--- config.mk ---
export PLATFORM = sky130hd
export DESIGN_NAME = fetch_stage
export DESIGN_NICKNAME = d
export VERILOG_FILES = /design/src/rtl/fetch_stage.sv
export SDC_FILE = /design/constraint.sdc
export NUM_CORES = 1
export LEC_CHECK = 0
export CORE_ASPECT_RATIO = 0.75
export CORE_UTILIZATION = 40
export CTS_CLUSTER_SIZE = 20
export DETAILED_ROUTE_END_ITERATION = 10
export PLACE_DENSITY = 0.8
export SLEW_MARGIN = 0
export SYNTH_ARGS = -nofsm -noshare
export SYNTH_HDL_FRONTEND = slang
export SYNTH_SLANG_ARGS = --single-unit
--- constraint.sdc ---
create_clock -name clk -period 4.8 [get_ports clk]
set_input_delay 0.72 -clock clk [delete_from_list [all_inputs] [get_ports clk]]
set_output_delay 0.72 -clock clk [all_outputs]
set_load 0.02 [all_outputs]
--- src/rtl/fetch_stage.sv ---
// fetch_stage: IF stage of the 3-stage core.
// Owns the PC, drives the synchronous-read BIOS/IMEM ports and presents the
// decode-stage instruction. An EX-stage redirect (pc_sel == 1) nulls the
// wrong-path instruction in decode, leaving exactly one bubble.
// Optional build macro: FETCH_PERF_CNT_EN adds fetch_cnt/bubble_cnt outputs.
module fetch_stage #(
  parameter logic [31:0] RESET_PC = 32'h4000_0000,
  parameter logic [31:0] NOP_INST = 32'h0000_0013
) (
  input  logic        clk,
  input  logic        rst,
  input  logic        stall,
  input  logic [1:0]  pc_sel,
  input  logic [31:0] alu_result,
  output logic [11:0] bios_addr,
  output logic        bios_en,
  input  logic [31:0] bios_dout,
  output logic [13:0] imem_addr,
  output logic        imem_en,
  input  logic [31:0] imem_dout,
  output logic [31:0] fetch_addr,
  output logic [31:0] inst,
  output logic [31:0] pc_d,
  output logic [31:0] pc_x,
  output logic [31:0] pc_plus4_x
`ifdef FETCH_PERF_CNT_EN
  ,
  output logic [31:0] fetch_cnt,
  output logic [31:0] bubble_cnt
`endif
);

  typedef enum logic [1:0] {
    SRC_BIOS = 2'd0,
    SRC_IMEM = 2'd1,
    SRC_NONE = 2'd2
  } src_t;

  src_t src_d;
  src_t fetch_src;
  logic kill_d;
  logic redirect;
  logic unused_bits;

  // The low two target bits are forced to zero, so they are never consumed.
  assign unused_bits = ^alu_result[1:0];

  assign redirect = (pc_sel == 2'd1);

  // Next-PC selection; stall re-presents pc_d so the memory output stays stable.
  always_comb begin
    fetch_addr = pc_d + 32'd4;
    if (rst) begin
      fetch_addr = RESET_PC;
    end else if (stall) begin
      fetch_addr = pc_d;
    end else if (redirect) begin
      fetch_addr = {alu_result[31:2], 2'b00};
    end
  end

  // Address-map decode of the PC being fetched.
  always_comb begin
    fetch_src = SRC_NONE;
    if (fetch_addr[31:28] == 4'h4) begin
      fetch_src = SRC_BIOS;
    end else if (fetch_addr[31:28] == 4'h1) begin
      fetch_src = SRC_IMEM;
    end
  end

  assign bios_en    = (fetch_src == SRC_BIOS);
  assign imem_en    = (fetch_src == SRC_IMEM);
  assign bios_addr  = fetch_addr[13:2];
  assign imem_addr  = fetch_addr[15:2];
  assign pc_plus4_x = pc_x + 32'd4;

  // Decode-stage instruction: nulled after reset, on redirect, or when unmapped.
  always_comb begin
    inst = NOP_INST;
    if (!rst && !kill_d && !redirect) begin
      case (src_d)
        SRC_BIOS: inst = bios_dout;
        SRC_IMEM: inst = imem_dout;
        default:  inst = NOP_INST;
      endcase
    end
  end

  // IF/D and EX PC pipeline; everything freezes while stall is high.
  always_ff @(posedge clk or posedge rst) begin
    if (rst) begin
      pc_d   <= RESET_PC - 32'd4;
      pc_x   <= RESET_PC - 32'd4;
      src_d  <= SRC_BIOS;
      kill_d <= 1'b1;
    end else if (!stall) begin
      pc_d   <= fetch_addr;
      pc_x   <= pc_d;
      src_d  <= fetch_src;
      kill_d <= 1'b0;
    end
  end

`ifdef FETCH_PERF_CNT_EN
  logic inst_live;

  assign inst_live = !kill_d && !redirect && (src_d != SRC_NONE);

  // Count real instructions handed to EX and redirect bubbles.
  always_ff @(posedge clk or posedge rst) begin
    if (rst) begin
      fetch_cnt  <= 32'd0;
      bubble_cnt <= 32'd0;
    end else if (!stall) begin
      if (inst_live) begin
        fetch_cnt <= fetch_cnt + 32'd1;
      end
      if (redirect) begin
        bubble_cnt <= bubble_cnt + 32'd1;
      end
    end
  end
`endif

endmodule

==> reports/metrics.yaml, run 1 <==
min_path_type: "in2async"
period_minus_slack_ns: 4.22
place_hpwl_um: 14100
synth_compound_area_share_pct: 17.0
dieArea_sq_mm: 0.0140
worst_pin_slew_ns: 0.932
antenna_found_initial: 0
crit_slowest_cell: "clkdlybuf4s50_1"
synthDistinctLibCells: 56
pwr-share-comb_pct: 38.0
synth_cells: 668
clockBufferDepth: 2
grt_max_degree: 61
port-buffer-count: 286
reg2reg_slack_ns: 2.08
power_frac_seq_pct: 33.9
drtIter0Drc: 351
place.gp.congestion: 0.838
cts_tree: "yes"
crit_type: "reg2out"
outcome: "completed"
drive_gt1_share_pct: 15.1
drv_cap: 0
synthTopCellsByArea: "dfstp_2, nand2_1, mux2_2"
mappedNetlistArea_sq_mm: 0.00540
synthAdderAreaFrac_pct: 0.464
p_int_w: 0.00157
dr_total_vias: 5838
path_max_fanout: 9
hold_viol_final: 0
r2r_end: "src_d[1]$_DFFE_PP0N_"
cp_slowest_stage_delay_ns: 0.67
grt_pass1_wl_um: 28400
worstSetupEndpointType: "primary output"
critPathArrivalTime_ns: 3.50
ff2ff_path_depth: 8
ys_warn_count: 0
rsz0062_at_grt: "false"
crit_chain: "ha_1, nand4_1, buf_4, nor4_1, a21oi_1, or3_1, nor4_2, clkdlybuf4s50_1"
synth_top_area_share_pct: 27.7
whs_ns: 0.302
syn2layout_area_growth_pct: 57.0
rr_startpoint: "pc_d[2]$_DFFE_PP1N_"
synth-edff-count: 0
power.density_mw_per_mm2: 283
grt_use_total_pct: 26.2
routedWlPerCell_um: 17.3
hold_buffers: 0
synth.avg_cell_area_sq_um: 8.08
use_met1_pct: 34.0
cts_resized: 0
p_switching_w: 0.000836
insertedDiodeCount: 0
startpoint_type: "flip-flop"
seq_area_frac_synth_pct: 32.4
remaining_drc_errors: 0
fin_tns_setup_ns: 0
clkPwrFrac_pct: 28.1
clockRootBuffer: "clkbuf_16"
synth_ff_type: "dfstp_2"
core_sq_mm: 0.0131
cp.required_ns: 4.08
yosys.area_share.simple_pct: 24.7
fmax_mhz: 237
peakVddDrop_v: 0.000149
use_met3_pct: 6.49
initial_utilization_pct: 41.3
antenna_left: 0
syn-num-nets: 771
synthMuxAreaShare_pct: 12.3
gr-total-overflow: 0
dieWidth_um: 136
cts_max_level: 3
ys_async_sr_fraction_pct: 100
vias_per_cell: 5.43
synth_top_family_by_area: "simple AND/OR/NAND/NOR gates"
p_leak_nw: 3.06
grt_pass1_vias: 5349
row_count: 36
fp.dieH_um: 103
slew_headroom_pct: 37.8
postCtsSetupBuffers: 0
path_clk_slew_ns: 0.06
clk_latency_ns: 0.33
final_max_slew_viol_count: 0
dr.pass1.iters: 6
final_util_pct: 64.9
cts.sinks: 67
grt_busiest_layer: "met2"
fin_skew_ns: 0.00682
final_nets: 1003
synth_top_area_cell: "dfstp_2"
swShare_pct: 34.8
setup_viol: 0
synth_xor_area_share_pct: 4.71
ios: 289
grt.met2_usage_pct: 43.8
cts_buffers: 9
ys_ff_latch: 67
drt_wl_total_um: 18600
fin_crit_sh_pct: 87.9
cells by family (layout without fill, tap and decap cells):
family | count (synthesis) | in the layout
adders and majority gates | 2 | 2
AOI/OAI and AO/OA | 145 | 145
muxes | 62 | 62
and+or+nand+nor | 272 | 272
buffers and inverters | 91 | 328
xor gates and xnor gates | 29 | 29
DFF | 67 | 67
Yosys cell counts (all sizes together) (2+ instances only):
cell,count
a31oi,12
nor4,12
a21o,11
and3,10
dfrtp,10
and4,10
a21oi,36
nor3,7
mux2i,32
nand2,93
o21a,8
or4,7
mux2,30
a31o,2
a21boi,6
xor2,6
nor2,69
ha,2
nand4,20
a22oi,4
buf,52
and2,12
clkbuf,29
inv,10
nand2b,3
nand3,20
nor3b,2
o21ai,39
o31ai,9
or3,5
xnor2,23
o22ai,5
dfstp,57
a211oi,2
stage by stage:
stage	cells	total power (W)	setup slack, ns	area, sq um
6_report	1076	0.00240	0.581	8480
5_1_grt	1076	0.00252	0.377	8480
4_1_cts	1076	0.00241	0.584	8480
3_5_place_dp	1060	0.00174	0.784	8170
3_3_place_gp	1060	0.00172	0.825	8170
2_1_floorplan	668	0.00128	0.587	5400
area by class of cell:
| type | instances | area (sq um) |
|---|---|---|
| clock buffer | 10 | 239 |
| clock inverter | 6 | 65.1 |
| fill | 1115 | 4590 |
| inverter | 10 | 38.8 |
| multi-input combinational | 510 | 3200 |
| sequential | 67 | 1750 |
| tap | 171 | 214 |
| timing repair buffer | 302 | 2980 |
routing by layer:
metal	share of wire [%]	vias to the layer above	wire, um
li1	-	2815	-
met1	42	2748	7850
met2	48	256	8820
met3	8.7	19	1620
met4	1.5	0	275
met5	0	-	0
state kept, by name, summed over array words and instances (netlist names):
signal	cells
pc_x	32
src_d	2
pc_d	32
kill_d	1
power by group through the flow:
stage | clock, W | combinational, W | sequential (W)
detailed placement | 0 | 0.000916 | 0.000820
finish | 0.000675 | 0.000913 | 0.000815
CTS | 0.000684 | 0.000919 | 0.000811
global route | 0.000712 | 0.000974 | 0.000830
floorplan | 0 | 0.000427 | 0.000850
global placement | 0 | 0.000908 | 0.000816
critical path, delay by kind of cell, from the launching register on:
kind / cells / cell delay (ns)
AND/OR/NAND/NOR: 4 / 1.33
buffers and inverters: 2 / 0.85
flip-flops: 1 / 0.61
adder cells (fa/ha/maj): 1 / 0.25
AO/OA/AOI/OAI: 1 / 0.12
worst max path at each step:
stage | startpoint | endpoint | slack (ns) | cells past startpoint
floorplan | rst | bios_en | 0.59 | 6
global placement | pc_sel[1] | bios_en | 0.82 | 8
detailed placement | pc_sel[1] | bios_en | 0.78 | 8
CTS | pc_d[4]$_DFFE_PP1N_ | bios_en | 0.58 | 6
global route | pc_d[5]$_DFFE_PP1N_ | bios_en | 0.38 | 6
finish | pc_d[2]$_DFFE_PP1N_ | bios_en | 0.58 | 8
layout by cell type (no fill, tap or decap), drive strengths merged, types with 11 or more instances in the layout:
master / instances
a21o: 11
mux2i: 32
nand2: 93
nand4: 20
and2: 12
xnor2: 23
buf: 18
nand3: 20
a21oi: 36
o21ai: 39
dfstp: 57
a31oi: 12
mux2: 30
nor2: 69
nor4: 12
clkdlybuf4s50: 284
(Power assumes the default switching activity.)
==> inputs of run 2 (changes only) <==
--- a/config.mk
+++ b/config.mk
@@ -5,7 +5,7 @@
 export SDC_FILE = /design/constraint.sdc
 export NUM_CORES = 1
 export LEC_CHECK = 0
-export CORE_ASPECT_RATIO = 0.75
+export CORE_ASPECT_RATIO = 0.9
 export CORE_UTILIZATION = 40
 export CTS_CLUSTER_SIZE = 20
 export DETAILED_ROUTE_END_ITERATION = 10
==> run 2 against run 1 <==
  * Total power decreased by 1.0%
  * Utilization increased by 0.35 points
  * Worst hold slack improved by 0.19 ns
  * Final cell count is 0.93% lower
  * Sequential power is 0.5% lower
  * Register-to-register slack lost 0.12 ns
  * First-iteration DRC count grew 13%
  * Design area shrank 0.47%
  * Worst setup slack lost 0.13 ns
  * Combinational power about the same
  * Critical path depth down 1
  * Sequential cell count did not move
  * Critical endpoint unchanged
  * Largest cell class unchanged
==> reports/metrics.yaml, run 2 (same netlist as run 1, synthesis figures left out) <==
outcome: "completed"
dieWidth_um: 124  # -8.6%
drt_wl_total_um: 18400  # -1.0%
worstSetupEndpointType: "primary output"
clk_latency_ns: 0.33  # about the same
postCtsSetupBuffers: 0  # unchanged
port-buffer-count: 286  # unchanged
reg2reg_slack_ns: 1.96  # -0.12 ns
clockRootBuffer: "clkbuf_16"
crit_chain: "ha_1, nand4_1, nor4_1, a21oi_1, or3_1, nor4_2, clkdlybuf4s50_1"
insertedDiodeCount: 0  # unchanged
fp.dieH_um: 112  # +9.4%
initial_utilization_pct: 41.7  # +0.42 points
antenna_found_initial: 0  # unchanged
fin_crit_sh_pct: 90.5  # +2.7 points
rsz0062_at_grt: "false"
place.gp.congestion: 0.825  # -1.6%
antenna_left: 0  # unchanged
path_clk_slew_ns: 0.06  # about the same
top_regs: "pc_d x32, pc_x x32, src_d x2"
drive_gt1_share_pct: 14.7  # -0.39 points
cts_max_level: 3  # unchanged
min_path_cells: 2
clockBufferDepth: 2  # unchanged
final_nets: 1000  # -0.30%
min_path_type: "reg2reg"
hold_viol_final: 0  # unchanged
cp.required_ns: 4.08  # about the same
period_minus_slack_ns: 4.35  # +0.127 ns
fin_area_sq_mm: 0.00844  # -0.47%
startpoint_type: "flip-flop"
grt_pass1_wl_um: 29300  # +3.1%
fin_skew_ns: 0.00868  # +0.00186 ns
dr_total_vias: 5871  # +0.57%
drv_cap: 0  # unchanged
power.density_mw_per_mm2: 282  # -0.54%
remaining_drc_errors: 0  # unchanged
rr_startpoint: "pc_d[2]$_DFFE_PP1N_"
row_count: 39  # +8.3%
multiInputGateArea_sq_mm: 0.00320  # unchanged
peakVddDrop_v: 0.000147  # -1.0%
cp_slowest_stage_delay_ns: 0.68  # about the same
drtIter0Drc: 397  # +13%
nFillCells: 1140  # +2.2%
hold_buffers: 0  # unchanged
slew_headroom_pct: 37.4  # -0.43 points
seqCellArea_sq_mm: 0.00175  # unchanged
holdPathEnd: "src_d[1]$_DFFE_PP0N_"
cts.sinks: 67  # unchanged
cts_resized: 0  # unchanged
place_hpwl_um: 14100  # +0.50%
critPathArrivalTime_ns: 3.63  # +0.13 ns
layout_commonest_cell: "clkdlybuf4s50_1"
ios: 289  # unchanged
layout_common_cells: "clkdlybuf4s50_1, nand2_1, nor2_1"
routedWlPerCell_um: 17.2  # -0.11%
setup_viol: 0  # unchanged
grt_pass1_vias: 5543  # +3.6%
crit_slowest_cell: "clkdlybuf4s50_1"
worst_pin_slew_ns: 0.939  # +0.00639 ns
path_max_fanout: 9  # unchanged
grt_max_degree: 55  # -9.8%
r2r_end: "src_d[1]$_DFFE_PP0N_"
vias_per_cell: 5.51  # +1.5%
final_max_slew_viol_count: 0  # unchanged
core_sq_mm: 0.0129  # -1.0%
grt_use_total_pct: 26.1  # -0.053 points
dieArea_sq_mm: 0.0140  # about the same
cts_buffers: 9  # unchanged
p_leak_nw: 3.04  # -0.58%
dpl_cell_area_sq_mm: 0.00814  # -0.38%
fin_tns_setup_ns: 0  # unchanged
final_cells: 1066  # -0.93%
dp_cells: 1050  # -0.94%
syn2layout_area_growth_pct: 56.3
gr-total-overflow: 0  # unchanged
ff2ff_path_depth: 7  # -1
final_util_pct: 65.2  # +0.35 points
cts_tree: "yes"
fmax_mhz: 230  # -2.9%
crit_type: "reg2out"
holdCritStartpoint: "src_d[1]$_DFFE_PP0N_"
dr.pass1.iters: 5  # -1
run 2: critical path: cells and delay by family (launching register included):
kind,cells,cell delay [ns]
and+or+nand+nor,4,1.65
buffers and inverters,1,0.68
DFF,1,0.61
adders and majority gates,1,0.24
AOI/OAI and AO/OA,1,0.11
run 2: report_power, final:
| group | switching, W | leakage (nW) | internal (W) |
|---|---|---|---|
| combinational | 0.000446 | 2.18 | 0.000464 |
| sequential | 0.000125 | 0.721 | 0.000686 |
| clock | 0.000244 | 0.145 | 0.000413 |
| total | 0.000815 | 3.04 | 0.00156 |
run 2: through the flow:
step                      hold WS [ns]  total power [W]  worst slack (ns)
after floorplan                  0.461          0.00128             0.587
after global placement           0.472          0.00172             0.780
after detailed placement         0.481          0.00173             0.754
after CTS                        0.493          0.00240             0.422
after global routing             0.519          0.00249             0.207
final                            0.489          0.00238             0.454
run 2: worst max path at each step:
stage | slack (ns) | cells after the start | startpoint | endpoint
2_1_floorplan | 0.59 | 6 | rst | bios_en
3_3_place_gp | 0.78 | 8 | pc_sel[0] | bios_en
3_5_place_dp | 0.75 | 8 | pc_sel[0] | bios_en
4_1_cts | 0.42 | 7 | pc_d[2]$_DFFE_PP1N_ | bios_en
5_1_grt | 0.21 | 7 | pc_d[2]$_DFFE_PP1N_ | bios_en
6_report | 0.45 | 7 | pc_d[2]$_DFFE_PP1N_ | bios_en
run 2: per-layer routing:
| metal | share of wire (%) | routed length [um] | track usage [%] |
|---|---|---|---|
| met1 | 42 | 7690 | 32.7 |
| met4 | 1.6 | 303 | 9.00 |
| met2 | 49 | 9060 | 44.7 |
| met5 | 0 | 0 | 0 |
| met3 | 7.2 | 1320 | 5.62 |
run 2: final cells by class:
type	instances	share of cell area [%]
clock buffer	11	2.88
clock inverter	5	0.623
inverter	10	0.460
multi-input combinational	510	37.9
sequential	67	20.7
tap	164	2.43
timing repair buffer	299	35.0
